==> src/rtl/priority_encoder_pkg.sv <==
// +----------------------------------------------------------------------+
// | priority_encoder_pkg : shared widths, width helper and index type      |
// | Rev 1.0                                                              |
// +----------------------------------------------------------------------+
`default_nettype none

package priority_encoder_pkg;

   localparam int unsigned PE_OUT_WIDTH = 4;

   function automatic int unsigned pe_in_width(input int unsigned out_width);
      return 32'd1 << out_width;
   endfunction

   typedef logic [PE_OUT_WIDTH-1:0] pe_idx_t;

endpackage

`default_nettype wire

==> src/rtl/priority_encoder_if.sv <==
// +----------------------------------------------------------------------+
// | priority_encoder_if : grant vector in, encoded index and flags out    |
// | Rev 1.0                                                              |
// +----------------------------------------------------------------------+
`default_nettype none

interface priority_encoder_if
   import priority_encoder_pkg::*;
#(
   parameter int unsigned OUT_WIDTH = PE_OUT_WIDTH,
   parameter int unsigned IN_WIDTH  = pe_in_width(OUT_WIDTH)
);

   logic [IN_WIDTH-1:0]  gnt;
   logic [OUT_WIDTH-1:0] enc;
   logic                 valid;
   logic                 multi;
   logic [OUT_WIDTH-1:0] enc_comb;

   modport master (
      output gnt,
      input  enc,
      input  valid,
      input  multi,
      input  enc_comb
   );

   modport slave (
      input  gnt,
      output enc,
      output valid,
      output multi,
      output enc_comb
   );

endinterface

`default_nettype wire

==> src/rtl/priority_encoder_pe_or_encode.sv <==
// +----------------------------------------------------------------------+
// | pe_or_encode : combinational OR-based one-hot to binary encoder        |
// | Rev 1.0                                                              |
// +----------------------------------------------------------------------+
`default_nettype none

module pe_or_encode
   import priority_encoder_pkg::*;
#(
   parameter int unsigned OUT_WIDTH = PE_OUT_WIDTH,
   parameter int unsigned IN_WIDTH  = pe_in_width(OUT_WIDTH)
) (
   input  wire logic [IN_WIDTH-1:0]  gnt,
   output      logic [OUT_WIDTH-1:0] enc
);

   // Index 0 has no bits set, so gnt[0] never reaches any output bit.
   logic w_unused_bit0;
   assign w_unused_bit0 = gnt[0];

   for (genvar i = 0; i < OUT_WIDTH; i++) begin : g_bit
      logic [IN_WIDTH-2:0] w_mask;
      for (genvar j = 1; j < IN_WIDTH; j++) begin : g_sel
         if (((j >> i) & 1) == 1) begin : g_take
            assign w_mask[j-1] = gnt[j];
         end else begin : g_skip
            assign w_mask[j-1] = 1'b0;
         end
      end
      assign enc[i] = |w_mask;
   end

endmodule

`default_nettype wire

==> src/rtl/priority_encoder.sv <==
// +----------------------------------------------------------------------+
// | priority_encoder : registered grant encoder with any/multi-hot flags  |
// | Rev 1.0                                                              |
// +----------------------------------------------------------------------+
`default_nettype none

module priority_encoder
   import priority_encoder_pkg::*;
#(
   parameter int unsigned OUT_WIDTH = PE_OUT_WIDTH,
   parameter int unsigned IN_WIDTH  = pe_in_width(OUT_WIDTH)
) (
   input  wire logic            clock,
   input  wire logic            reset_n,
   priority_encoder_if.slave    bus
);

   if ((OUT_WIDTH < 1) || (IN_WIDTH != (32'd1 << OUT_WIDTH))) begin : g_param_err
      $error("priority_encoder: IN_WIDTH must equal 1<<OUT_WIDTH with OUT_WIDTH >= 1");
   end

   logic [OUT_WIDTH-1:0] enc_d;
   logic                 valid_d;
   logic                 multi_d;
   logic [OUT_WIDTH-1:0] enc_q;
   logic                 valid_q;
   logic                 multi_q;

   pe_or_encode #(
      .OUT_WIDTH (OUT_WIDTH),
      .IN_WIDTH  (IN_WIDTH)
   ) u_or_encode (
      .gnt (bus.gnt),
      .enc (enc_d)
   );

   // Pairwise tree: a node is multi-hot if either child is, or both children are non-zero.
   for (genvar l = 0; l <= OUT_WIDTH; l++) begin : g_lvl
      localparam int unsigned N = IN_WIDTH >> l;
      logic [N-1:0] w_any;
      logic [N-1:0] w_multi;
      if (l == 0) begin : g_leaf
         assign w_any   = bus.gnt;
         assign w_multi = '0;
      end else begin : g_node
         for (genvar n = 0; n < N; n++) begin : g_pair
            assign w_any[n]   = g_lvl[l-1].w_any[2*n] | g_lvl[l-1].w_any[2*n+1];
            assign w_multi[n] = g_lvl[l-1].w_multi[2*n] | g_lvl[l-1].w_multi[2*n+1]
                              | (g_lvl[l-1].w_any[2*n] & g_lvl[l-1].w_any[2*n+1]);
         end
      end
   end

   assign valid_d = |bus.gnt;
   assign multi_d = g_lvl[OUT_WIDTH].w_multi[0];

   always_ff @(posedge clock or negedge reset_n) begin
      if (!reset_n) begin
         enc_q   <= '0;
         valid_q <= 1'b0;
         multi_q <= 1'b0;
      end else begin
         enc_q   <= enc_d;
         valid_q <= valid_d;
         multi_q <= multi_d;
      end
   end

   assign bus.enc      = enc_q;
   assign bus.valid    = valid_q;
   assign bus.multi    = multi_q;
   assign bus.enc_comb = enc_d;

endmodule

`default_nettype wire

==> src/flat_wrapper.sv <==
// flat-port wrapper written by rule: the top's interface ports become plain ports
module priority_encoder_flat import priority_encoder_pkg::*;
#(
   parameter int unsigned OUT_WIDTH = PE_OUT_WIDTH,
   parameter int unsigned IN_WIDTH  = pe_in_width(OUT_WIDTH)
)
  (clock, reset_n, bus_gnt, bus_enc, bus_valid, bus_multi, bus_enc_comb);
  priority_encoder_if #(.OUT_WIDTH(OUT_WIDTH), .IN_WIDTH(IN_WIDTH)) bus_i ();
  input  wire logic clock;
  input  wire logic reset_n;
  input wire logic [$bits(bus_i.gnt)-1:0] bus_gnt;
  output wire logic [$bits(bus_i.enc)-1:0] bus_enc;
  output wire logic [$bits(bus_i.valid)-1:0] bus_valid;
  output wire logic [$bits(bus_i.multi)-1:0] bus_multi;
  output wire logic [$bits(bus_i.enc_comb)-1:0] bus_enc_comb;
  assign bus_i.gnt = bus_gnt;
  assign bus_enc = bus_i.enc;
  assign bus_valid = bus_i.valid;
  assign bus_multi = bus_i.multi;
  assign bus_enc_comb = bus_i.enc_comb;
  priority_encoder #(.OUT_WIDTH(OUT_WIDTH), .IN_WIDTH(IN_WIDTH)) u_core (.clock(clock), .reset_n(reset_n), .bus(bus_i));
endmodule
==> config.mk <==
export PLATFORM = sky130hd
export DESIGN_NAME = priority_encoder_flat
export DESIGN_NICKNAME = d
export VERILOG_FILES = /design/src/rtl/priority_encoder_pkg.sv /design/src/rtl/priority_encoder_if.sv /design/src/rtl/priority_encoder_pe_or_encode.sv /design/src/rtl/priority_encoder.sv /design/src/flat_wrapper.sv
export SDC_FILE = /design/constraint.sdc
export NUM_CORES = 1
export LEC_CHECK = 0
export BUFFER_PORTS_ARGS = -buffer_cell sky130_fd_sc_hd__buf_2
export CAP_MARGIN = 40
export CELL_PAD_IN_SITES_DETAIL_PLACEMENT = 1
export CELL_PAD_IN_SITES_GLOBAL_PLACEMENT = 1
export CORE_MARGIN = 1.5
export CORE_UTILIZATION = 28
export CTS_CLUSTER_SIZE = 40
export DETAILED_ROUTE_END_ITERATION = 8
export GPL_TIMING_DRIVEN = 0
export PLACE_DENSITY = 0.9
export SYNTH_ARGS = -nofsm -noshare
export SYNTH_HDL_FRONTEND = slang
export SYNTH_HIERARCHICAL = 1
export SYNTH_SLANG_ARGS = --single-unit
==> constraint.sdc <==
create_clock -name clock -period 1 [get_ports clock]
set_input_delay 0.15 -clock clock [delete_from_list [all_inputs] [get_ports clock]]
set_output_delay 0.15 -clock clock [all_outputs]
set_load 0.02 [all_outputs]
Word-level counts from Yosys, hierarchy flattened. Cells that the tools add are included.

Register bits: 6. Output and inout port bits: 10. Bits of input ports: 18.

Bitwise logic cells: 43. Reductions and logical operators: 5.

Operators by type and width (count): $reduce_or 8->1 (4); $or 1x1->1 (28); $reduce_or 16->1 (1); $and 1x1->1 (15).

Depth between registers and ports, before layout. Gate-level depths: netlist of the first run.

Depth in word-level cells: 7. Gate-level depth with buffers: 4. Gate-level depth less buffers: 4.

Hierarchy. Netlist of the first run, hierarchy kept.

By module, submodules not included: priority_encoder (instances 1, cells an instance 24, area each 314.1 µm², sequential area each 150.1 µm²); pe_or_encode (instances 1, cells an instance 11, area each 65.1 µm², sequential area each 0.0 µm²).

Worst setup path after synthesis of the first run. OpenSTA, ideal clock, no wires.

Path kind: in2reg. From: input bus_gnt[13]. To: register u_core.multi_q (netlist: u_core/bus.multi). Slack: -7 ps. Path buffers: 0. Required time: 876 ps. Cell stages on the path: 3. Arrival time: 883 ps. Cell sequence: nor4_2 o211ai_1 a211o_1.

Word-level cells in the longest chain between the ends: 7.

RTL lines: start: declaration (line flat_wrapper.sv:11) `input wire logic [$bits(bus_i.gnt)-1:0] bus_gnt;`; $and 1x1->1 / $or 1x1->1 (equally long branches) (line priority_encoder.sv:49, priority_encoder.sv:47); $or 1x1->1 / $and 1x1->1 (equally long branches) (line priority_encoder.sv:48, priority_encoder.sv:49); $or 1x1->1 (line priority_encoder.sv:49) `| (g_lvl[l-1].w_any[2*n] & g_lvl[l-1].w_any[2*n+1]);`; $or 1x1->1 (line priority_encoder.sv:48) `assign w_multi[n] = g_lvl[l-1].w_multi[2*n] | g_lvl[l-1].w_multi[2*n+1]`; $or 1x1->1 (line priority_encoder.sv:49); $or 1x1->1 (line priority_encoder.sv:48); $or 1x1->1 (*) (line priority_encoder.sv:49); net u_core.g_lvl[4].w_multi (line priority_encoder.sv:41) `logic [N-1:0] w_multi;`; end signal: assignment (line priority_encoder.sv:65) `multi_q <= multi_d;`; end: declaration (line priority_encoder.sv:27) `logic multi_q;`.

Mark *: on every way through the listed nets, which the timed path passes. The rest lies on a longest branch.

Worst setup path after layout of the first run.
From: input bus_gnt[13]. To: output bus_enc_comb[3].

Word-level cells in the longest chain between the ends: 1.

RTL lines: $reduce_or 8->1 (line priority_encoder_pe_or_encode.sv:30) `assign enc[i] = |w_mask;`; end: declaration (line flat_wrapper.sv:15) `output wire logic [$bits(bus_i.enc_comb)-1:0] bus_enc_comb;`.

No other way between the ends.

==> results.yml, run 1 <==
floorplanning:
  die_w_um: 39.8
  fp.coreArea_mm2: 0.00128
  placementRows: 13
  die_area_mm2: 0.00158
  io_pins: 28
  die-height_um: 39.8
  starting_density_of_the_core: 0.295
routing:
  vias: 486
  initialDrtViolationCount: 5
  detail_route.wl_per_cell_um: 16.8
  detail-route-antenna-nets: 0
  route.detailed.vias_per_inst: 5.65
  drt-total-wl_um: 1440
  drcViolationCount: 0
  drt_first_pass_iters: 2
yosys:
  post_synth_instance_area_um2: 379
  synth.largest_area_cell: "sky130_fd_sc_hd__dfrtp_1"
  post_synth_main_area_contributors: "sky130_fd_sc_hd__dfrtp_1 (40%), sky130_fd_sc_hd__nor4_2 (13%), sky130_fd_sc_hd__nor4_1 (9.9%)"
  synth_top_area_frac: 0.396
  yosys_most_used_dff: "sky130_fd_sc_hd__dfrtp_1"
  synth.top_cells.by_count: "sky130_fd_sc_hd__dfrtp_1 (6), sky130_fd_sc_hd__nor4_1 (6), sky130_fd_sc_hd__nand2_1 (4), sky130_fd_sc_hd__nor4_2 (4), sky130_fd_sc_hd__o22ai_1 (4)"
  synthCells: 35
  ys_seq_elements: 6
  syn_avg_cell_area_um2: 10.8
  sequential_cell_area_fraction_in_the_yosys_report: 0.396
  ys.warnings.count: 6
  synth-edff-count: 0
  post_synth_num_cell_types: 13
  syn-num-nets: 53
  synthArstFlopShare: 1.00
cts:
  cts.sinks: 6
  cts.clk_slew.worst_paths_ps: 40
  clock-root-buffer: "sky130_fd_sc_hd__clkbuf_4"
  clock_path_buffers: 2
  cts_bufs_inserted: 3
  htree_num_levels: 1
  tritoncts: "built"
worst_setup_path:
  worst_path_max_delay_cell: "sky130_fd_sc_hd__nor4_4"
  critPathRequiredTime_ps: 850
  cpLargestDelayFamily: "simple AND/OR/NAND/NOR gates"
  crit_start: "bus_gnt[13]"
  critical_path.cell_chain: "buf_4 > nor4_4 > nand2_1 > buf_6"
  worst-endpoint-arrival_ps: 890
  worst_setup_path_end: "bus_enc_comb[3]"
  cpPeakStageDelay_ps: 280
  crit_type: "primary input to output pin"
  timing.critical_path.fanout_max: 6
  timing.critical_path.depth: 4
  worst-path-buf-inv: 2
  critPathCaptureType: "output pin"
  critPathLaunchType: "primary input"
cells_and_area:
  sequential_cell_area_um2: 150
  diodes: 0
  post_layout_nonfiller_instances: 86
  num-fill-cells: 147
  fraction_of_final_layout_cells_with_drive_strength_greater_than_1: 0.676
  multi_input_area_um2: 339
  layout.core_utilization: 0.619
  synthToLayoutAreaGrowth_pct: 110
  final_nets: 91
timing:
  finalHoldViolations: 0
  setup_ws_ps: -41.9
  slew_headroom: 0.809
  fin_setup_tns_ps: -58.7
  final_max_slew_viol_count: 0
  fin_crit_share: 1.04
  peak_clock_frequency_supported_by_timing_mhz: 960
  rsz0062_at_grt: "yes"
  count_of_endpoints_failing_setup_in_the_final_report: 2
  max_slew.worst_pin.slew_ps: 284
  layout_min_cycle_time_ps: 1040
power:
  cellLeakagePower_uw: 0.000261
  ir_drop_mv: 0.325
  cellPowerDensity_mw_per_mm2: 827
global_routing:
  first_pass_grt_wire_length_um: 2190
  grt.met3_usage: 0.0170
  top_usage_layer: "met2"
  grt_max_degree: 7
  grt_pass1_vias: 500
  grt.total_usage: 0.218
  grt_overflow_total: 0
  grt_util_met2: 0.418
  globalRouteMet1Util: 0.209
  grt_antenna_before_repair: 0
status:
  violations: "setup timing"
  run_status: "finished, violations left"
place:
  gpl.final_weighted_congestion: 0.844
  dp.final_hpwl_um: 1080
  port_buffers: 27
  pre_cts_setup_slack_ps: -260
  numPlacedInstances: 77
run:
  cap_viol_max_count: 0
min_path:
  hold_path.class: "primary input to flip-flop"
  min_from: "bus_gnt[14]"
[metrics by stage]
stage / hold WS (ps) / power, uW / area [um^2]
2_1_floorplan: -146 / 287 / 397
3_3_place_gp: -28.9 / 377 / 551
3_5_place_dp: -23.5 / 384 / 551
4_1_cts: 162 / 628 / 676
5_1_grt: 164 / 693 / 796
6_report: 158 / 658 / 796
[layer usage]
layer,vias to the layer above,wire length (um)
met3,6,78
li1,229,-
met1,226,520
met2,25,798
met5,-,0
met4,0,46
[cells in the final DEF, fill, tap and decap left out, drive strengths merged]
master,synthesis,routed
buf,0,32
nor4,11,11
dfrtp,6,6
o22ai,4,4
nand2,4,4
clkbuf,0,3
o211ai,2,2
a22oi,2,2
nand4,2,2
dlygate4sd3,0,1
a22o,1,1
a221oi,1,1
nand3,1,1
a211o,1,1
[state kept, by name, indices dropped and copies added, names as in the netlist]
name,count
u_core/bus.enc,4
u_core/bus.multi,1
u_core/bus.valid,1
[repair_timing]
action                                  in CTS  in global routing
resized for setup                           14                 35
hold buffers                                 1                  0
buffers inserted                             3                  2
endpoints found under the setup margin       5                  6
pin swaps                                    7                 15
hold endpoints to repair                     6                  0
[cell families after synthesis]
family,count (synthesis),synth area share
and+or+nand+nor,18,0.373
DFF,6,0.396
AOI/OAI and AO/OA,11,0.231
[worst min path at each step]
| stage | end | slack [ps] | cells past startpoint |
|---|---|---|---|
| 2_1_floorplan | u_core/bus.enc[0] | -150 | 0 |
| 3_3_place_gp | u_core/bus.multi | -30 | 1 |
| 3_5_place_dp | u_core/bus.valid | -20 | 1 |
| 4_1_cts | u_core/bus.valid | 160 | 3 |
| 5_1_grt | u_core/bus.valid | 160 | 3 |
| 6_report | u_core/bus.valid | 160 | 3 |
[report_power, final]
group	leakage [uW]	switching, uW	internal (uW)
registers	0.0000526	0.110	244
clock network	0.0000138	76.4	135
logic	0.000195	113	88.8
total	0.000261	190	468
[final cells by class]
type / count / share of cell area
Timing Repair Buffer: 33 / 0.333
Multi-Input combinational cell: 29 / 0.426
Tap cell: 15 / 0.0236
Sequential cell: 6 / 0.189
Clock buffer: 3 / 0.0283
Power figures use the tool's default switching activity.
==> inputs of run 2 (changes only) <==
--- a/config.mk
+++ b/config.mk
@@ -5,7 +5,8 @@
 export SDC_FILE = /design/constraint.sdc
 export NUM_CORES = 1
 export LEC_CHECK = 0
-export BUFFER_PORTS_ARGS = -buffer_cell sky130_fd_sc_hd__buf_2
+export ABC_CLOCK_PERIOD_IN_PS = 1000
+export BUFFER_PORTS_ARGS = -buffer_cell sky130_fd_sc_hd__buf_4
 export CAP_MARGIN = 40
 export CELL_PAD_IN_SITES_DETAIL_PLACEMENT = 1
 export CELL_PAD_IN_SITES_GLOBAL_PLACEMENT = 1
==> run 2 against run 1 <==
  * The flow still finishes with violations (setup timing)
  * Sequential power is essentially flat
  * Worst hold slack lost 3.4 ps
  * Largest cell class unchanged
  * Sequential share of layout area shrank 1.2 points
  * Utilization grew 4.1 points
  * Critical path depth is the same
  * Flip-flop and latch count is the same
  * Highest routed layer unchanged
  * Clock power grew 7%
  * Clock-buffer cell count is the same
==> results.yml, run 2 (synthesis gave the netlist of run 1 again) <==
worst_setup_path:
  critPathCaptureType: "output pin"
  crit_type: "primary input to output pin"
  cpLargestDelayFamily: "simple AND/OR/NAND/NOR gates"
  timing.critical_path.fanout_max: 5
  critical_path.cell_chain: "buf_4 > nor4_2 > nand2_1 > buf_6"
  critPathLaunchType: "primary input"
  worst-endpoint-arrival_ps: 870
  critPathRequiredTime_ps: 850
  worst_path_max_delay_cell: "sky130_fd_sc_hd__nor4_2"
  cpPeakStageDelay_ps: 290
  worst-path-buf-inv: 2
timing:
  fin_crit_share: 1.02
  final_max_slew_viol_count: 0
  peak_clock_frequency_supported_by_timing_mhz: 980
  slew_headroom: 0.810
  count_of_endpoints_failing_setup_in_the_final_report: 4
  setup_ws_ps: -19.9
  rsz0062_at_grt: "yes"
  layout_min_cycle_time_ps: 1020
  max_slew.worst_pin.slew_ps: 282
  finalHoldViolations: 0
status:
  run_status: "finished, violations left"
  violations: "setup timing"
place:
  port_buffers: 27
  gpl.final_weighted_congestion: 0.881
  numPlacedInstances: 77
  dp.final_hpwl_um: 1020
min_path:
  min_from: "bus_gnt[11]"
  timing.hold.worst_endpoint: "u_core/bus.valid"
  hold_path.class: "primary input to flip-flop"
  hold_critical_path_depth: 3
cells_and_area:
  fraction_of_final_layout_cells_with_drive_strength_greater_than_1: 0.667
  diodes: 0
  largest_reg_flops: 4
  post_layout_nonfiller_instances: 87
  most-common-layout-cells: "sky130_fd_sc_hd__buf_4 (21), sky130_fd_sc_hd__buf_6 (11), sky130_fd_sc_hd__nor4_4 (10)"
  final_common_cell: "sky130_fd_sc_hd__buf_4"
  synthToLayoutAreaGrowth_pct: 124
  final_nets: 92
power:
  share_clk_of_total_power: 0.325
  sw_frac_of_total: 0.306
  ir_drop_mv: 0.382
  power_switching_uw: 213
  total_power_uw: 695
  cellLeakagePower_uw: 0.000286
  power.share.sequential: 0.351
  cellPowerDensity_mw_per_mm2: 820
  intPower_uw: 482
  pwr-share-comb: 0.324
routing:
  drcViolationCount: 0
  detail_route.wl_per_cell_um: 20.4
  vias: 504
  detail-route-antenna-nets: 0
  initialDrtViolationCount: 5
  drt-total-wl_um: 1770
  route.detailed.vias_per_inst: 5.79
  drt_first_pass_iters: 4
floorplanning:
  io_pins: 28
  placementRows: 13
  die_w_um: 39.8
  die-height_um: 39.8
  starting_density_of_the_core: 0.295
  die_area_mm2: 0.00158
  fp.coreArea_mm2: 0.00128
cts:
  htree_num_levels: 1
  cts_bufs_inserted: 3
  cts.clk_slew.worst_paths_ps: 50
  tritoncts: "built"
  cts.sinks: 6
  clock-root-buffer: "sky130_fd_sc_hd__clkbuf_4"
  clock_path_buffers: 2
global_routing:
  grt_pass1_vias: 454
  grt.total_usage: 0.198
  grt_antenna_before_repair: 0
  grt_max_degree: 7
  first_pass_grt_wire_length_um: 2060
  grt_overflow_total: 0
run:
  cap_viol_max_count: 0
## run 2: cell count changes in the layout (fill, tap and decap cells not counted), sizes merged
cell	change
buf	+1
## run 2: metal layers
metal / track usage / vias up / routed length [um]
met1: 0.220 / 242 / 666
met5: 0 / - / 0
met4: 0.0517 / 0 / 38
met2: 0.385 / 27 / 979
li1: - / 231 / -
met3: 0.0227 / 4 / 87
## run 2: area by class of cell
class | instances | area [um^2]
fillers | 131 | 437
multi-input cells | 29 | 345
repair buffers | 34 | 312
flip-flops and latches | 6 | 150
clock buffers | 3 | 22.5
well taps | 15 | 18.8
## run 2: what timing repair did
action,CTS,global route
gates resized for setup,9,18
pin swaps,4,13
endpoints found under the setup margin,4,6
hold buffers,1,0
hold endpoints to repair,6,0
buffers inserted,4,2
## run 2: how the worst max path moves through the flow
stage | start | endpoint | slack [ps] | cells past startpoint
finish | bus_gnt[9] | bus_enc_comb[3] | -20 | 4
global route | bus_gnt[2] | u_core/bus.multi | -50 | 5
CTS | bus_gnt[13] | bus_enc_comb[2] | 1 | 4
detailed placement | bus_gnt[9] | u_core/bus.multi | -210 | 4
global placement | bus_gnt[9] | u_core/bus.multi | -210 | 4
floorplan | bus_gnt[9] | u_core/bus.multi | 10 | 3
## run 2: power by group through the flow
stage / Sequential [uW] / Clock (uW) / Combinational (uW)
after floorplan: 249 / 0 / 38.3
after global placement: 248 / 0 / 150
after detailed placement: 248 / 0 / 156
after CTS: 244 / 220 / 176
after global routing: 244 / 247 / 236
final: 244 / 226 / 225
## run 2: tightest hold or removal path: cells and delay by family
family | cells | cell delay [ps]
buffers and inverters | 1 | 100
AND/OR/NAND/NOR | 2 | 120
## run 2: stage by stage
| step | setup slack (ps) | instance area [um^2] | util | hold slack (ps) | setup TNS (ps) |
|---|---|---|---|---|---|
| global placement | -207 | 618 | 0.481 | -44.0 | -347 |
| CTS | 0.960 | 732 | 0.570 | 157 | 0 |
| global route | -51.9 | 848 | 0.660 | 149 | -183 |
| floorplan | 11.3 | 397 | - | -146 | 0 |
| finish | -19.9 | 848 | 0.660 | 155 | -53.1 |
| detailed placement | -206 | 618 | 0.481 | -41.6 | -435 |
